**config.mk**
```make
export PLATFORM = sky130hd
export DESIGN_NAME = dmem_arbiter
export DESIGN_NICKNAME = d
export VERILOG_FILES = /design/src/rtl/dmem_arbiter.sv
export SDC_FILE = /design/constraint.sdc
export NUM_CORES = 1
export LEC_CHECK = 0
export CAP_MARGIN = 20
export CORE_ASPECT_RATIO = 0.6
export CORE_MARGIN = 4
export CORE_UTILIZATION = 43
export CTS_CLUSTER_SIZE = 12
export DETAILED_ROUTE_END_ITERATION = 8
export GPL_TIMING_DRIVEN = 0
export HOLD_SLACK_MARGIN = 0.02
export PLACE_DENSITY = 0.94
export RECOVER_POWER = 50
export SLEW_MARGIN = 20
export SYNTH_ARGS = -nofsm -noshare
export SYNTH_HDL_FRONTEND = slang
export SYNTH_SLANG_ARGS = --single-unit
export TNS_END_PERCENT = 50
```
**constraint.sdc**
```tcl
create_clock -name clk -period 7.7 [get_ports clk]
set_clock_uncertainty 0.15 [all_clocks]
set_input_delay 1.54 -clock clk [delete_from_list [all_inputs] [get_ports clk]]
set_output_delay 1.54 -clock clk [all_outputs]
set_load 0.02 [all_outputs]
```
**src/rtl/dmem_arbiter.sv**
```systemverilog
// dmem_arbiter: shares one single-ported data memory between the CPU
// load/store path (port 0) and a loader/debug master (port 1). A request
// is latched at grant (round-robin on ties), replayed onto the memory port
// for one write cycle or LAT read cycles, then finished with a one-cycle ack.
module dmem_arbiter #(
  parameter int AW  = 32,
  parameter int DW  = 32,
  parameter int LAT = 1
) (
  input  logic          clk,
  input  logic          rst,
  input  logic          m0_req,
  input  logic          m0_we,
  input  logic [AW-1:0] m0_addr,
  input  logic [DW-1:0] m0_wdata,
  output logic [DW-1:0] m0_rdata,
  output logic          m0_ack,
  input  logic          m1_req,
  input  logic          m1_we,
  input  logic [AW-1:0] m1_addr,
  input  logic [DW-1:0] m1_wdata,
  output logic [DW-1:0] m1_rdata,
  output logic          m1_ack,
  output logic          mem_wen,
  output logic          mem_ren,
  output logic [AW-1:0] mem_addr,
  output logic [DW-1:0] mem_wdata,
  input  logic [DW-1:0] mem_rdata,
  output logic          busy
);

  localparam logic [2:0] LAT_CNT = 3'(LAT);

  typedef enum logic [1:0] {IDLE, ACCESS, DONE} state_t;

  state_t        state_reg, state_next;
  logic          last_reg, last_next;
  logic          gid_reg, gid_next;
  logic          we_reg, we_next;
  logic [2:0]    cnt_reg, cnt_next;
  logic          mem_wen_reg, mem_wen_next;
  logic          mem_ren_reg, mem_ren_next;
  logic [AW-1:0] mem_addr_reg, mem_addr_next;
  logic [DW-1:0] mem_wdata_reg, mem_wdata_next;
  logic          m0_ack_reg, m0_ack_next;
  logic          m1_ack_reg, m1_ack_next;
  logic [DW-1:0] m0_rdata_reg, m0_rdata_next;
  logic [DW-1:0] m1_rdata_reg, m1_rdata_next;

  // On a tie the port not served last wins; otherwise the lone requester.
  logic          grant_id;
  logic          sel_we;
  logic [AW-1:0] sel_addr;
  logic [DW-1:0] sel_wdata;

  assign grant_id  = (m0_req & m1_req) ? ~last_reg : m1_req;
  assign sel_we    = grant_id ? m1_we    : m0_we;
  assign sel_addr  = grant_id ? m1_addr  : m0_addr;
  assign sel_wdata = grant_id ? m1_wdata : m0_wdata;

  assign mem_wen   = mem_wen_reg;
  assign mem_ren   = mem_ren_reg;
  assign mem_addr  = mem_addr_reg;
  assign mem_wdata = mem_wdata_reg;
  assign m0_ack    = m0_ack_reg;
  assign m1_ack    = m1_ack_reg;
  assign m0_rdata  = m0_rdata_reg;
  assign m1_rdata  = m1_rdata_reg;
  assign busy      = (state_reg != IDLE);

  // Next-state and next-output logic; memory strobes are set one cycle ahead
  // so that they are registered and line up with the ACCESS state.
  always_comb begin
    state_next     = state_reg;
    last_next      = last_reg;
    gid_next       = gid_reg;
    we_next        = we_reg;
    cnt_next       = cnt_reg;
    mem_wen_next   = 1'b0;
    mem_ren_next   = 1'b0;
    mem_addr_next  = mem_addr_reg;
    mem_wdata_next = mem_wdata_reg;
    m0_ack_next    = 1'b0;
    m1_ack_next    = 1'b0;
    m0_rdata_next  = m0_rdata_reg;
    m1_rdata_next  = m1_rdata_reg;
    case (state_reg)
      IDLE: begin
        if (m0_req | m1_req) begin
          gid_next       = grant_id;
          we_next        = sel_we;
          mem_addr_next  = sel_addr;
          mem_wdata_next = sel_wdata;
          cnt_next       = LAT_CNT;
          mem_wen_next   = sel_we;
          mem_ren_next   = ~sel_we;
          state_next     = ACCESS;
        end
      end
      ACCESS: begin
        if (we_reg) begin
          m0_ack_next = ~gid_reg;
          m1_ack_next = gid_reg;
          state_next  = DONE;
        end else begin
          cnt_next = cnt_reg - 3'd1;
          if (cnt_reg == 3'd1) begin
            // Last read cycle: capture memory data straight into the port.
            if (gid_reg) m1_rdata_next = mem_rdata;
            else         m0_rdata_next = mem_rdata;
            m0_ack_next = ~gid_reg;
            m1_ack_next = gid_reg;
            state_next  = DONE;
          end else begin
            mem_ren_next = 1'b1;
          end
        end
      end
      DONE: begin
        last_next  = gid_reg;
        state_next = IDLE;
      end
      default: state_next = IDLE;
    endcase
  end

  // State and registered outputs; reset abandons any in-flight transaction.
  always_ff @(posedge clk or posedge rst) begin
    if (rst) begin
      state_reg     <= IDLE;
      last_reg      <= 1'b1;
      gid_reg       <= 1'b0;
      we_reg        <= 1'b0;
      cnt_reg       <= 3'd0;
      mem_wen_reg   <= 1'b0;
      mem_ren_reg   <= 1'b0;
      mem_addr_reg  <= '0;
      mem_wdata_reg <= '0;
      m0_ack_reg    <= 1'b0;
      m1_ack_reg    <= 1'b0;
      m0_rdata_reg  <= '0;
      m1_rdata_reg  <= '0;
    end else begin
      state_reg     <= state_next;
      last_reg      <= last_next;
      gid_reg       <= gid_next;
      we_reg        <= we_next;
      cnt_reg       <= cnt_next;
      mem_wen_reg   <= mem_wen_next;
      mem_ren_reg   <= mem_ren_next;
      mem_addr_reg  <= mem_addr_next;
      mem_wdata_reg <= mem_wdata_next;
      m0_ack_reg    <= m0_ack_next;
      m1_ack_reg    <= m1_ack_next;
      m0_rdata_reg  <= m0_rdata_next;
      m1_rdata_reg  <= m1_rdata_next;
    end
  end

endmodule

```
# --- Yosys cells after proc, flatten, opt, wreduce, memory -nomap -nowiden ---
# Cells that the tools add are included.
word_totals:
  elab_cells: 57
  out_inout_bits: 133
  in_bits: 166
  ff_bits: 140
op_classes:
  reduce_logical: 8
  addsub: 1
  eq_ne: 6
  n_bitwise: 6
  mux: 23
op_table:
  columns: ["op", "n"]
  rows:
  - ["$mux 32", 2]
  - ["$mux 1", 13]
  - ["$reduce_and 4->1", 2]
  - ["$mux 2", 3]
  - ["$mux 3", 2]
  - ["$pmux 3 s2", 1]
  - ["$ne 2x2->1 const B", 2]
  - ["$not 1->1", 4]
  - ["$pmux 2 s2", 1]
  - ["$reduce_and 2->1", 2]
  - ["$reduce_bool 2->1", 2]
  - ["$eq 3x1->1 const B", 1]
  - ["$ne 3x3->1 const B", 1]
  - ["$reduce_and 3->1", 1]
  - ["$sub 3x1->3 const B", 1]
  - ["$eq 2x1->1 const B", 1]
  - ["$eq 2x2->1 const B", 1]
  - ["$logic_not 2->1", 1]
  - ["$pmux 1 s2", 1]
  - ["$and 1x1->1", 1]
  - ["$or 1x1->1", 1]

# --- Depth between registers and ports, before layout ---
# Gate-level depths: netlist of run 1.
depth:
  ltp_word: 6
  mapped_depth: 7
  mapped_depth_nobuf: 5

# --- Worst setup path before layout of run 1 ---
# Ideal clock, no wire load.
synth_timing:
  path_kind: "input -> register"
  from: "input port m1_req"
  to: "register mem_wdata_reg[10], in the netlist mem_wdata[10]"
  slack_ps: 4896
  cell_stages: 7
  setup_time_ps: 77
  arrival_time_ps: 2576
  path_cell_list: "or2_0 -> clkbuf_1 -> and2_1 -> buf_2 -> buf_2 -> buf_2 -> a21oi_1"
synth_via:
  elab_chain_len: 3
  elab_cells_between_ends: 5
  classes_between: "2 x mux; 2 x bitwise; 1 x reduce/logical"
synth_rtl:
  columns: ["item", "line_no", "rtl"]
  rows:
  - ["start, declared", "18", "input logic m1_req,"]
  - ["$and 1x1->1", "56", "assign grant_id = (m0_req & m1_req) ? ~last_reg : m1_req;"]
  - ["$mux 1", "56", null]
  - ["$mux 32", "59", "assign sel_wdata = grant_id ? m1_wdata : m0_wdata;"]
  - ["end signal, assigned", "152", "mem_wdata_reg <= mem_wdata_next;"]
  - ["end, declared", "44", "logic [DW-1:0] mem_wdata_reg, mem_wdata_next;"]
# Parallel ways exist; a longest one is shown, timed or not.
# A chain may end at the register's enable or synchronous reset.

# --- Final worst setup path of run 1 ---
layout_timing:
  from: "register state_reg[0]"
  to: "output port busy"
layout_via:
  elab_chain_len: 1
layout_rtl:
  columns: ["item", "line_no", "rtl"]
  rows:
  - ["start, declared", "36", "state_t state_reg, state_next;"]
  - ["start signal, assigned", "144", "state_reg <= state_next;"]
  - ["$reduce_bool 2->1", "69", "assign busy = (state_reg != IDLE);"]
  - ["end, declared", "29", "output logic busy"]
# Every way passes these cells.

==> flow_summary.json, run 1 <==
{
  "status": "complete, but fails checks",
  "violations": "max-capacitance violations, max-slew violations",
  "layout_common_cells": "clkdlybuf4s50_1 (293), dfrtp_1 (139), a21oi_1 (131)",
  "rsz0062_at_grt": "false",
  "clock-sinks": 140,
  "antenna_cells": 0,
  "worst_pin_slew_ns": 2.78,
  "portBuffers": 298,
  "wl_per_cell_um": 19.5,
  "row_count": 32,
  "slew_violations": 61,
  "routed_wl_um": 18900,
  "drv_cap": 1,
  "ys_ff_latch": 140,
  "drc_errors": 0,
  "antenna_found_initial": 0,
  "drive_gt1_share_pct": 10.1,
  "worstPathRequired_ns": 6.01,
  "crit_arrival_ns": 2.43,
  "fillCellCount": 893,
  "synth_seq_area_share_pct": 58.9,
  "cts_resized": 0,
  "design_area_sq_um": 9730,
  "place.gp.congestion": 0.797,
  "min_period_over_period_pct": 53.6,
  "post-cts-setup-buffer-count": 0,
  "ant_nets": 0,
  "relSlewSlack_pct": -86.4,
  "r2r_slack_ns": 5.09,
  "path_clk_slew_ns": 0.06,
  "dpl_cell_area_sq_um": 9180,
  "finalPower_w": 0.00418,
  "synth_top_cell_by_area": "dfrtp_1",
  "critical_path.startpoint": "state_reg[0]",
  "die_h_um": 99.1,
  "syn_inst": 472,
  "grt_max_degree": 81,
  "crit_type": "flip-flop to output pin",
  "synth_nets": 640,
  "synthFlopType": "dfrtp_1",
  "ys_top_cells_by_area": "dfrtp_1 (58%), a21oi_1 (11%), mux2i_1 (11%)",
  "ctsHoldBuffers": 0,
  "cts_tree": "built",
  "grt_usage_pct": 23.3,
  "rr_startpoint": "cnt_reg[1]",
  "hp-class": "flip-flop to flip-flop",
  "max_freq_mhz": 242,
  "fin_setup_tns_ns": 0,
  "insertion_delay_ns": 0.40,
  "synth-edff-count": 0,
  "peakVddDrop_v": 0.000168,
  "grt-ovfl-total": 0,
  "fp.dieW_um": 160,
  "synthArstFlopShare_pct": 100,
  "p_per_area_nw_per_um2": 429,
  "grt_pass1_vias": 5562,
  "hold_ws_ns": 0.304,
  "grt_pass1_wl_um": 29500,
  "cp-endpoint": "busy",
  "coreArea_sq_um": 13200,
  "finalSetupViolCount": 0,
  "post-route-min-period_ns": 4.12,
  "io_pins": 299,
  "netlist_area_sq_um": 5950,
  "clk_path_buf_depth": 2,
  "synth_cell_type_count": 31,
  "cts_inserted_buffers": 17,
  "design.die.area_sq_um": 15800,
  "initial_core_util_pct": 45.2,
  "start_kind": "flip-flop",
  "vias": 5090,
  "synthToLayoutAreaGrowth_pct": 63.5,
  "routed_via_density": 5.24,
  "p_leak_nw": 4.13,
  "drt_pass1_iterations": 4,
  "htree_levels": 4,
  "ff2ff_path_depth": 7,
  "dr.first_iter.drc_count": 195,
  "synth_top_area_share_pct": 58.5,
  "root_buffer": "clkbuf_16",
  "final_common_cell": "clkdlybuf4s50_1",
  "avgSynthCellArea_sq_um": 12.6,
  "end_kind": "output pin",
  "nets": 958,
  "crit_fanout": 10,
  "hold_viol_final": 0,
  "worstReg2RegEnd": "m1_rdata[10]",
  "dp_hpwl_um": 14600,
  "yosysWarnings": 0
}
## area by class of cell
| class | count | area [sq um] | share of cell area (%) |
|---|---|---|---|
| Buffer | 38 | 165 | 1.70 |
| Clock buffer | 17 | 425 | 4.37 |
| Clock inverter | 14 | 159 | 1.63 |
| Inverter | 7 | 27.5 | 0.283 |
| Multi-Input combinational cell | 287 | 2220 | 22.8 |
| Sequential cell | 140 | 3500 | 36.0 |
| Tap cell | 170 | 213 | 2.19 |
| Timing Repair Buffer | 299 | 3010 | 31.0 |
## worst min-delay path by stage
stage                     startpoint  slack [ns]  depth (start not counted)      to
after CTS                    gid_reg        0.30                          1  m0_ack
final                        gid_reg        0.30                          1  m0_ack
after detailed placement     gid_reg        0.30                          1  m0_ack
after global placement       gid_reg        0.28                          1  m0_ack
after global routing         gid_reg        0.32                          1  m0_ack
after floorplan              gid_reg        0.27                          1  m0_ack
## stage by stage
stage          utilization (%)  setup WS [ns]  std cells
6_report                  73.8           3.58        972
5_1_grt                   73.8           3.44        972
4_1_cts                   74.1           3.56        972
3_5_place_dp              69.7           3.99        941
3_3_place_gp              69.4          0.677        940
2_1_floorplan                -           2.26        472
## power breakdown
part	total [W]	internal, W	leakage [nW]	switching (W)
clock network	0.000808	0.000482	0.282	0.000326
logic	0.00204	0.000976	2.25	0.00107
registers	0.00132	0.00111	1.60	0.000216
## metal layers
| layer | global-route usage, % | part of all wire [%] | vias to the layer above |
|---|---|---|---|
| met3 | 8.82 | 8.2 | 25 |
| met2 | 41.6 | 51 | 218 |
| li1 | - | - | 2334 |
| met5 | 0 | 0 | - |
| met1 | 26.6 | 39 | 2513 |
| met4 | 6.74 | 1.8 | 0 |
## synth_stat cells (all sizes together), types with 2 or more instances
library cell,count
a21oi,131
buf,21
clkbuf,17
dfrtp,139
ha,2
inv,7
mux2,64
mux2i,65
nor2,5
o21ai,3
## kinds of logic (layout without fill, tap and decap cells)
group                    after synthesis  in the layout  synth area share (%)
flip-flops                           140            140                  58.9
adder cells (fa/ha/maj)                2              2                 0.421
XOR/XNOR                               1              1                 0.147
multiplexers                         129            129                  23.0
buffers and inverters                 45            375                  3.68
AND/OR/NAND/NOR                       14             14                  1.58
AO/OA/AOI/OAI                        141            141                  12.2
## critical path, stage by stage, from the launching register on
cell and delay, ns:
dfrtp_1 0.45, nor2_1 0.56, buf_2 0.37, inv_1 0.09, clkdlybuf4s50_1 0.57
Power figures use the tool's default switching activity.
==> inputs of run 2 (changes only) <==
--- a/config.mk
+++ b/config.mk
@@ -8,12 +8,12 @@
 export CAP_MARGIN = 20
 export CORE_ASPECT_RATIO = 0.6
 export CORE_MARGIN = 4
-export CORE_UTILIZATION = 43
+export CORE_UTILIZATION = 40
 export CTS_CLUSTER_SIZE = 12
 export DETAILED_ROUTE_END_ITERATION = 8
 export GPL_TIMING_DRIVEN = 0
 export HOLD_SLACK_MARGIN = 0.02
-export PLACE_DENSITY = 0.94
+export PLACE_DENSITY = 0.89
 export RECOVER_POWER = 50
 export SLEW_MARGIN = 20
 export SYNTH_ARGS = -nofsm -noshare
==> constraint.sdc (replaced) <==
create_clock -name clk -period 4 [get_ports clk]
set_clock_uncertainty 0.15 [all_clocks]
set_input_delay 0.8 -clock clk [delete_from_list [all_inputs] [get_ports clk]]
set_output_delay 0.8 -clock clk [all_outputs]
set_load 0.02 [all_outputs]
==> flow_summary.json, run 2 (synthesis gave the netlist of run 1 again) <==
{
  "layout_common_cells": "clkdlybuf4s50_1 (296), dfrtp_1 (139), a21oi_1 (131)",
  "cts_resized": 0,
  "grt_pass1_vias": 5308,
  "ctsHoldBuffers": 0,
  "top_layer_used": "met4",
  "grt-ovfl-total": 0,
  "end_kind": "output pin",
  "grt_pass1_wl_um": 27100,
  "hold_start": "gid_reg",
  "insertion_delay_ns": 0.39,
  "dp_hpwl_um": 14300,
  "hold_viol_final": 0,
  "path_clk_slew_ns": 0.06,
  "violations": "max-capacitance violations, max-slew violations",
  "drv_cap": 2,
  "grt_usage_pct": 20.5,
  "root_buffer": "clkbuf_16",
  "crit_fanout": 10,
  "hp-class": "flip-flop to flip-flop",
  "wl_met1_um": 7280,
  "hold_ws_ns": 0.312,
  "nets": 961,
  "wl_per_cell_um": 18.0,
  "min_period_over_period_pct": 81.6,
  "finalSetupViolCount": 0,
  "routed_via_density": 4.95,
  "clock-sinks": 140,
  "crit_type": "flip-flop to output pin",
  "cpLargestDelayFamily": "buffers and inverters",
  "wl_met3_um": 1740,
  "crit_arrival_ns": 2.31,
  "coreArea_sq_um": 14500,
  "rsz0062_at_grt": "false",
  "p_per_area_nw_per_um2": 814,
  "worstReg2RegEnd": "m1_rdata[28]",
  "holdPathEnd": "m0_ack",
  "final_common_cell": "clkdlybuf4s50_1",
  "max_stage_delay_ns": 0.56,
  "start_kind": "flip-flop",
  "ff2ff_path_depth": 7,
  "slowest_stage": "clkdlybuf4s50_1",
  "design.die.area_sq_um": 17000,
  "slew_violations": 65,
  "ant_nets": 0,
  "max_freq_mhz": 306,
  "crit_buf_inv": 3,
  "cp_cell_sequence": "nor2_1, buf_2, inv_1, clkdlybuf4s50_1",
  "drt_pass1_iterations": 4,
  "status": "complete, but fails checks",
  "rr_startpoint": "cnt_reg[1]",
  "dr.first_iter.drc_count": 201,
  "final_core_util_pct": 67.3,
  "post_layout_nonfiller_instances": 1004,
  "place.gp.congestion": 0.807,
  "clk_path_buf_depth": 2,
  "synthToLayoutAreaGrowth_pct": 64.2,
  "worst_pin_slew_ns": 1.80,
  "antenna_cells": 0,
  "grt_max_degree": 36,
  "cts_inserted_buffers": 17,
  "r2r_slack_ns": 1.44,
  "cts_tree": "built",
  "vias": 4969,
  "peakVddDrop_v": 0.000416,
  "drc_errors": 0,
  "hold_depth": 1,
  "dp_cells": 972,
  "routed_wl_um": 18000,
  "relSlewSlack_pct": -20.0,
  "htree_levels": 4,
  "post-cts-setup-buffer-count": 0,
  "io_pins": 299,
  "row_count": 34,
  "drive_gt1_share_pct": 10.2,
  "antenna_found_initial": 0,
  "dr_wl_met2_um": 8860,
  "post-route-min-period_ns": 3.26,
  "die_h_um": 102,
  "fin_setup_tns_ns": 0,
  "fp.dieW_um": 165,
  "initial_core_util_pct": 41.0,
  "portBuffers": 298,
  "p_leak_nw": 4.12,
  "worstPathRequired_ns": 3.05
}
run 2: changes by cell type in the layout (fill, tap and decap cells not counted):
cell	previous run	this run
bufinv_16	2	1
clkinvlp_4	2	5
mux2_1	33	32
buf_2	12	11
dlygate4sd3_1	5	2
clkdlybuf4s50_1	293	296
clkbuf_8	0	1
mux2_2	31	32
clkbuf_1	24	28
buf_12	0	2
clkinv_4	3	1
clkinv_2	1	0
buf_16	1	0
run 2: worst max path at each step:
| stage | depth (start not counted) | end | from | slack (ns) |
|---|---|---|---|---|
| 3_5_place_dp | 4 | busy | state_reg[0] | 1.12 |
| 5_1_grt | 3 | m0_rdata[18] | rst | 0.57 |
| 4_1_cts | 4 | busy | state_reg[0] | 0.69 |
| 3_3_place_gp | 2 | mem_addr[13] | rst | 0.08 |
| 2_1_floorplan | 1 | cnt_reg[0] | rst | 1.30 |
| 6_report | 4 | busy | state_reg[0] | 0.74 |
run 2: through the flow:
step           total power [W]  cell area [sq um]  worst slack [ns]
4_1_cts                0.00804               9840             0.686
5_1_grt                0.00838               9770             0.574
3_5_place_dp           0.00649               9260              1.12
6_report               0.00795               9770             0.735
3_3_place_gp           0.00636               9180            0.0815
2_1_floorplan          0.00448               5950              1.30
run 2: area by class of cell:
type	instances	area [sq um]
fill	1126	4740
clock buffer	19	443
inverter	7	27.5
timing repair buffer	302	3030
tap	198	248
buffer	38	164
multi-input combinational	287	2220
sequential	140	3500
clock inverter	13	129
run 2: routing by layer:
metal / track usage, % / up-vias
li1: - / 2342
met1: 25.2 / 2433
met2: 34.8 / 180
met3: 7.70 / 14
met4: 4.94 / 0
met5: 0 / -
run 2: report_power, final:
group	total (W)	leakage, nW	switching (W)	internal [W]
registers	0.00252	1.60	0.000387	0.00213
logic	0.00392	2.26	0.00204	0.00188
clock network	0.00151	0.264	0.000623	0.000886
total	0.00795	4.12	0.00305	0.00490
==> inputs of run 3 (changes only) <==
==> constraint.sdc (replaced) <==
create_clock -name clk -period 3.1 [get_ports clk]
set_clock_uncertainty 0.15 [all_clocks]
set_input_delay 0.62 -clock clk [delete_from_list [all_inputs] [get_ports clk]]
set_output_delay 0.62 -clock clk [all_outputs]
set_load 0.02 [all_outputs]
==> flow_summary.json, run 3 (synthesis gave the netlist of run 1 again) <==
{
  "fillCellCount": 1119,
  "grt_pass1_wl_um": 27100,
  "root_buffer": "clkbuf_16",
  "status": "completed",
  "peakVddDrop_v": 0.000536,
  "rsz0062_at_grt": "false",
  "critical_path.startpoint": "state_reg[0]",
  "hp-class": "flip-flop to flip-flop",
  "max_stage_delay_ns": 0.56,
  "hold_ws_ns": 0.313,
  "cp_cell_sequence": "nor2_2, buf_2, inv_1, clkdlybuf4s50_1",
  "die_h_um": 102,
  "drt_pass1_iterations": 4,
  "hold_start": "gid_reg",
  "slowest_stage": "clkdlybuf4s50_1",
  "routed_wl_um": 18000,
  "coreArea_sq_um": 14500,
  "portBuffers": 298,
  "hold_viol_final": 0,
  "crit_type": "flip-flop to output pin",
  "final_core_util_pct": 67.6,
  "htree_levels": 4,
  "cts_resized": 1,
  "worst_pin_slew_ns": 1.48,
  "multi_input_area_sq_um": 2220,
  "clk_path_buf_depth": 2,
  "post-cts-setup-buffer-count": 0,
  "fp.dieW_um": 165,
  "grt_pass1_vias": 5308,
  "cts_tree": "built",
  "insertion_delay_ns": 0.39,
  "drive_gt1_share_pct": 10.5,
  "crit_fanout": 10,
  "initial_core_util_pct": 41.0,
  "path_clk_slew_ns": 0.06,
  "wl_per_cell_um": 18.0,
  "drc_errors": 0,
  "layout_common_cells": "clkdlybuf4s50_1 (279), dfrtp_1 (139), a21oi_1 (131)",
  "drv_cap": 0,
  "antenna_cells": 0,
  "relSlewSlack_pct": 1.24,
  "worstPathRequired_ns": 2.33,
  "dr.first_iter.drc_count": 216,
  "rr_startpoint": "cnt_reg[1]",
  "grt_usage_pct": 20.5,
  "ctsHoldBuffers": 0,
  "p_leak_nw": 4.16,
  "row_count": 34,
  "antenna_found_initial": 0,
  "dp_hpwl_um": 14300,
  "grt-ovfl-total": 0,
  "place.gp.congestion": 0.807,
  "routed_via_density": 4.97,
  "slew_violations": 0,
  "p_per_area_nw_per_um2": 1040,
  "ant_nets": 0,
  "cts_inserted_buffers": 17,
  "grt_max_degree": 36,
  "post-route-min-period_ns": 2.91,
  "clock-sinks": 140,
  "min_period_over_period_pct": 94.0,
  "io_pins": 299,
  "max_freq_mhz": 343,
  "design.die.area_sq_um": 17000,
  "vias": 4988,
  "nets": 961,
  "seq_area_sq_um": 3500,
  "end_kind": "output pin",
  "crit_arrival_ns": 2.14,
  "final_common_cell": "clkdlybuf4s50_1",
  "finalSetupViolCount": 0,
  "start_kind": "flip-flop",
  "synthToLayoutAreaGrowth_pct": 64.7
}
-- run 3: cell count changes in the layout (fill, tap and decap cells not counted), moves of 2 or more --
cell	previous run	this run
clkbuf_1	28	24
dlymetal6s4s_1	0	2
dlygate4sd3_1	2	19
clkdlybuf4s50_1	296	279
buf_6	0	4
-- run 3: critical path, delay by kind of cell (launching register included) --
kind | cells | cell delay [ns]
and+or+nand+nor | 1 | 0.35
DFF | 1 | 0.44
buffers and inverters | 3 | 0.95
-- run 3: metrics by stage --
step	setup WS (ns)	power, W	cell area, sq um	TNS (ns)	instances
after detailed placement	0.395	0.00838	9260	0	972
after CTS	0.150	0.0104	9840	0	1004
final	0.188	0.0102	9800	0	1004
after global routing	0.0396	0.0108	9800	0	1004
after global placement	-0.639	0.00821	9180	-87.29	968
after floorplan	0.582	0.00578	5950	0	472
-- run 3: final timing paths --
kind	end	slack (ns)	cells after the start
max	busy	0.19	4
min	m0_ack	0.31	1
max reg2reg	m1_rdata[28]	0.86	7
min reg2reg	m0_ack	0.31	1
max in group asynchronous	last_reg	0.37	4
min in group asynchronous	m1_rdata[8]	0.50	2
-- run 3: cell type report --
type / instances / share of cell area [%]
Inverter: 7 / 0.281
Timing Repair Buffer: 302 / 31.0
Clock buffer: 19 / 4.52
Buffer: 38 / 1.89
Sequential cell: 140 / 35.8
Tap cell: 198 / 2.53
Clock inverter: 13 / 1.32
Multi-Input combinational cell: 287 / 22.7
-- run 3: where the power goes --
| part | internal [W] | switching [W] | total [W] |
|---|---|---|---|
| Combinational | 0.00240 | 0.00263 | 0.00503 |
| Clock | 0.00114 | 0.000803 | 0.00195 |
| Sequential | 0.00275 | 0.000498 | 0.00324 |
| Total | 0.00629 | 0.00393 | 0.0102 |
-- run 3: metal layers --
metal | vias up | global-route usage (%) | wire (um)
met2 | 193 | 34.8 | 8820
met5 | - | 0 | 0
met4 | 0 | 4.94 | 160
met3 | 14 | 7.70 | 1770
li1 | 2343 | - | -
met1 | 2438 | 25.2 | 7290
